[config.mk]
export PLATFORM = sky130hd
export DESIGN_NAME = pipeline_ctrl
export DESIGN_NICKNAME = d
export VERILOG_FILES = /design/src/rtl/pipeline_ctrl.sv
export SDC_FILE = /design/constraint.sdc
export NUM_CORES = 1
export LEC_CHECK = 0
export ABC_AREA = 1
export BUFFER_PORTS_ARGS = -buffer_cell sky130_fd_sc_hd__buf_2
export CELL_PAD_IN_SITES_DETAIL_PLACEMENT = 2
export CELL_PAD_IN_SITES_GLOBAL_PLACEMENT = 2
export CORE_ASPECT_RATIO = 1.1
export CORE_MARGIN = 4
export CORE_UTILIZATION = 12
export DETAILED_ROUTE_END_ITERATION = 8
export PLACE_DENSITY_LB_ADDON = 0.05
export SYNTH_ARGS = -nofsm -noshare
export SYNTH_HDL_FRONTEND = slang
export SYNTH_SLANG_ARGS = --single-unit
[constraint.sdc]
create_clock -name clk -period 0.8 [get_ports clk]
set_input_delay 0.08 -clock clk [delete_from_list [all_inputs] [get_ports clk]]
set_output_delay 0.08 -clock clk [all_outputs]
set_load 0.02 [all_outputs]
[src/rtl/pipeline_ctrl.sv]
`default_nettype none
// ============================================================================
// Module   : pipeline_ctrl
// Brief    : Stall/flush/halt sequencer for the 5-stage pipeline. Optional
//            performance counters are built when PIPELINE_PERF_CNT_EN is defined.
// Revision : 1.0 - initial release
// ============================================================================
module pipeline_ctrl #(
    parameter int CNT_W = 32
) (
    input  logic             clk,
    input  logic             rst,
    input  logic             go,
    input  logic             sys_mem,
    input  logic             ex_mispredict,
    input  logic             ex_mem_read,
    input  logic [4:0]       ex_rw,
    input  logic [4:0]       id_rs,
    input  logic [4:0]       id_rt,
    input  logic             id_use_rs,
    input  logic             id_use_rt,
    output logic             pc_en,
    output logic             ifid_run,
    output logic             idex_run,
    output logic             exmem_run,
    output logic             memwb_run,
    output logic             ifid_clear,
    output logic             idex_clear,
    output logic             exmem_clear,
    output logic             memwb_clear,
    output logic             halted,
    output logic [CNT_W-1:0] cycle_cnt,
    output logic [CNT_W-1:0] stall_cnt,
    output logic [CNT_W-1:0] flush_cnt
);

    typedef enum logic [0:0] {
        ST_RUN  = 1'b0,
        ST_HALT = 1'b1
    } state_t;

    state_t state_q, state_d;
    logic   load_use;
    logic   do_flush;
    logic   do_stall;

    assign load_use = ex_mem_read && (ex_rw != 5'd0) &&
                      ((id_use_rs && (id_rs == ex_rw)) ||
                       (id_use_rt && (id_rt == ex_rw)));

    // Actions actually applied in RUN after priority resolution.
    assign do_flush = (state_q == ST_RUN) && !sys_mem && ex_mispredict;
    assign do_stall = (state_q == ST_RUN) && !sys_mem && !ex_mispredict && load_use;

    always_ff @(posedge clk) begin
        if (rst) begin
            state_q <= ST_RUN;
        end else begin
            state_q <= state_d;
        end
    end

    assign halted = (state_q == ST_HALT);

    always_comb begin
        state_d     = state_q;
        pc_en       = 1'b1;
        ifid_run    = 1'b1;
        idex_run    = 1'b1;
        exmem_run   = 1'b1;
        memwb_run   = 1'b1;
        ifid_clear  = 1'b0;
        idex_clear  = 1'b0;
        exmem_clear = 1'b0;
        memwb_clear = 1'b0;

        if (rst) begin
            state_d     = ST_RUN;
            pc_en       = 1'b0;
            ifid_run    = 1'b0;
            idex_run    = 1'b0;
            exmem_run   = 1'b0;
            memwb_run   = 1'b0;
            ifid_clear  = 1'b1;
            idex_clear  = 1'b1;
            exmem_clear = 1'b1;
            memwb_clear = 1'b1;
        end else begin
            case (state_q)
                ST_RUN: begin
                    if (sys_mem) begin
                        // Syscall retires to WB; the EX instruction is kept in ID/EX.
                        pc_en       = 1'b0;
                        ifid_run    = 1'b0;
                        idex_run    = 1'b0;
                        exmem_clear = 1'b1;
                        memwb_run   = 1'b1;
                        state_d     = ST_HALT;
                    end else if (ex_mispredict) begin
                        ifid_clear = 1'b1;
                        idex_clear = 1'b1;
                    end else if (load_use) begin
                        pc_en      = 1'b0;
                        ifid_run   = 1'b0;
                        idex_clear = 1'b1;
                    end
                end
                ST_HALT: begin
                    pc_en     = 1'b0;
                    ifid_run  = 1'b0;
                    idex_run  = 1'b0;
                    exmem_run = 1'b0;
                    memwb_run = 1'b0;
                    if (go) begin
                        state_d = ST_RUN;
                    end
                end
                default: begin
                    state_d = ST_RUN;
                end
            endcase
        end
    end

`ifdef PIPELINE_PERF_CNT_EN
    logic [CNT_W-1:0] cycle_cnt_q, cycle_cnt_d;
    logic [CNT_W-1:0] stall_cnt_q, stall_cnt_d;
    logic [CNT_W-1:0] flush_cnt_q, flush_cnt_d;

    always_comb begin
        cycle_cnt_d = cycle_cnt_q;
        stall_cnt_d = stall_cnt_q;
        flush_cnt_d = flush_cnt_q;
        if (state_q == ST_RUN) begin
            cycle_cnt_d = cycle_cnt_q + 1'b1;
        end
        if (do_stall) begin
            stall_cnt_d = stall_cnt_q + 1'b1;
        end
        if (do_flush) begin
            flush_cnt_d = flush_cnt_q + 1'b1;
        end
    end

    always_ff @(posedge clk) begin
        if (rst) begin
            cycle_cnt_q <= '0;
            stall_cnt_q <= '0;
            flush_cnt_q <= '0;
        end else begin
            cycle_cnt_q <= cycle_cnt_d;
            stall_cnt_q <= stall_cnt_d;
            flush_cnt_q <= flush_cnt_d;
        end
    end

    assign cycle_cnt = cycle_cnt_q;
    assign stall_cnt = stall_cnt_q;
    assign flush_cnt = flush_cnt_q;
`else
    logic unused_actions;
    assign unused_actions = do_flush ^ do_stall;
    assign cycle_cnt = '0;
    assign stall_cnt = '0;
    assign flush_cnt = '0;
`endif

endmodule
`default_nettype wire

==> metrics.yaml <==
final_layout:
  nets: 226
  fin_util: 0.1449
  stdcell_area_sq_um: 1225
  largest_register_ffs: 1
  antenna_cells: 0
  areaGrowthSynthToFinish_pct: 16.55
  fillers: 1064
  drive_gt1_frac: 0.3731
floorplan:
  std_cell_rows: 35
  coreArea_sq_um: 8452
  pin_count: 129
  die_y_microns: 106.2
  start_util: 0.1244
  die-width_microns: 97.23
  dieArea_sq_um: 10320
sta:
  fmax_mhz: 1020
  rsz0062_at_grt: "yes"
  hold_violations: 0
  drv_slew: 0
  period_share: 1.225
  fin_skew_ns: 0
  setup_tns_ns: -0.5223
  setup_viol: 4
  period_needed_ns: 0.9801
  fin_ws_ns: -0.1801
placed_design:
  place_area_sq_um: 992.2
  dpl.hpwl_microns: 2560
  io_buffers: 32
  gp_congestion: 0.7184
status:
  violations: "negative setup slack"
  status: "finished, violations left"
clock_tree:
  clk_pin_slew_ns: 0
  insertion_delay_ns: 0
  ctsHoldBuffers: 0
yosys:
  synthArstFlopShare: 0
  synth_commonest_cells: "buf_4, nand2_1, inv_1"
  synth_area_per_cell_sq_um: 6.146
  synth.most_common_cell: "buf_4"
  syn_area_sq_um: 1051
  netlist.top_cell.by_area: "buf_4"
  synth-seq-area-share: 0.01905
  synth_top_area_share: 0.7071
  yosys-top-cells-area: "buf_4, nand2_1, inv_1, nor2_1, dfxtp_1"
  synth-edff-count: 0
  ys_types: 15
  yosysWarningCount: 0
  synth_cells: 171
  ys_ff_latch: 1
  synth_ff_type: "dfxtp_1"
hold_path:
  hp-class: "in -> reg"
critical_path:
  end_kind: "output port"
  cp_data_required_time_ns: 0.72
  slowest_stage: "buf_6"
  critPathTopFamily: "simple AND/OR/NAND/NOR gates"
  ff2ff_setup_slack_ns: 0.01
  critPathKind: "in -> out"
  worst_setup_path_start_kind: "input pin"
  crit_buf_inv: 4
  cpPeakStageDelay_ns: 0.12
  critPathArrivalTime_ns: 0.90
  path_max_fanout: 2
  cp_cell_sequence: "buf_6 > inv_2 > nand2_1 > nand2_2 > nor2_2 > nand3_1 > nand2_2 > nand3_2 > nand2_2 > inv_2 > buf_6"
  path_common_cell: "nand2_2"
power:
  power_mw: 0.8957
  peakVddDrop_uv: 127.7
  leakagePower_nw: 0.7309
  p_per_area_nw_per_um2: 731.2
global_routing:
  grt_pass1_wl_microns: 4271
  antenna_found_initial: 0
  track_usage: 0.04724
  grt_max_degree: 7
  overflow: 0
  first_global_vias: 843
route:
  drc: 0
  wirelength_microns: 2732
  via_per_inst: 2.494
  num_vias: 778
  drt_first_pass_iters: 2
  post_drt_wl_per_cell_microns: 8.756
  drt_iter0_markers: 9
  drtAntennaViolNets: 0
job:
  cap_violations: 0
## routing by layer
layer | wire [microns] | track usage | vias to the layer above
met5 | 0 | 0 | -
met4 | 0 | 0 | 0
met3 | 335 | 0.009186 | 0
met2 | 1522 | 0.1006 | 70
met1 | 874 | 0.04990 | 336
li1 | - | - | 372
## worst paths after layout
kind                            endpoint     start  depth (start not counted)
worst min-delay path              halted        go                          2
worst min register to register    halted    halted                          2
worst max register to register    halted    halted                          2
worst max-delay path               pc_en  id_rt[3]                         11
## power breakdown
part / internal (mW) / total (mW) / switching (mW)
clock: 0 / 0 / 0
combinational: 0.203 / 0.832 / 0.628
sequential: 0.0549 / 0.0641 / 0.00926
total: 0.258 / 0.896 / 0.638
## layout make-up
class,instances,area (sq um),share of cell area
Timing Repair Buffer,34,290.3,0.2370
Sequential cell,1,23.77,0.01941
Tap cell,111,138.9,0.1134
Multi-Input combinational cell,147,685.7,0.5598
Inverter,19,86.33,0.07048
## through the flow
stage | std cells | setup slack (ns) | hold WS, ns
2_1_floorplan | 266 | -0.2367 | 0.1487
3_3_place_gp | 311 | -0.3193 | 0.2519
3_5_place_dp | 311 | -0.3566 | 0.2588
4_1_cts | 312 | -0.2226 | 0.2533
5_1_grt | 312 | -0.2749 | 0.2797
6_report | 312 | -0.1801 | 0.2596
## repair_timing
item | 4_1_cts | 5_1_grt
pin swaps | 13 | 25
setup endpoints to repair | 5 | 5
setup buffers | 1 | 0
gates resized for setup | 35 | 35
## logic make-up after synthesis
group | synth area share
compound gates | 0.02381
buf+inv | 0.7750
flops | 0.01905
other cells | 0.003568
simple gates | 0.1786
## layout by cell type (no fill, tap or decap), types with 4 or more instances in the layout
cell	n
buf_6	12
nor2_1	4
conb_1	96
buf_8	4
inv_1	7
nand2_2	15
nor2_2	4
nand2_1	14
inv_2	8
buf_2	16
Note: power is estimated with default switching activity, not from simulation.
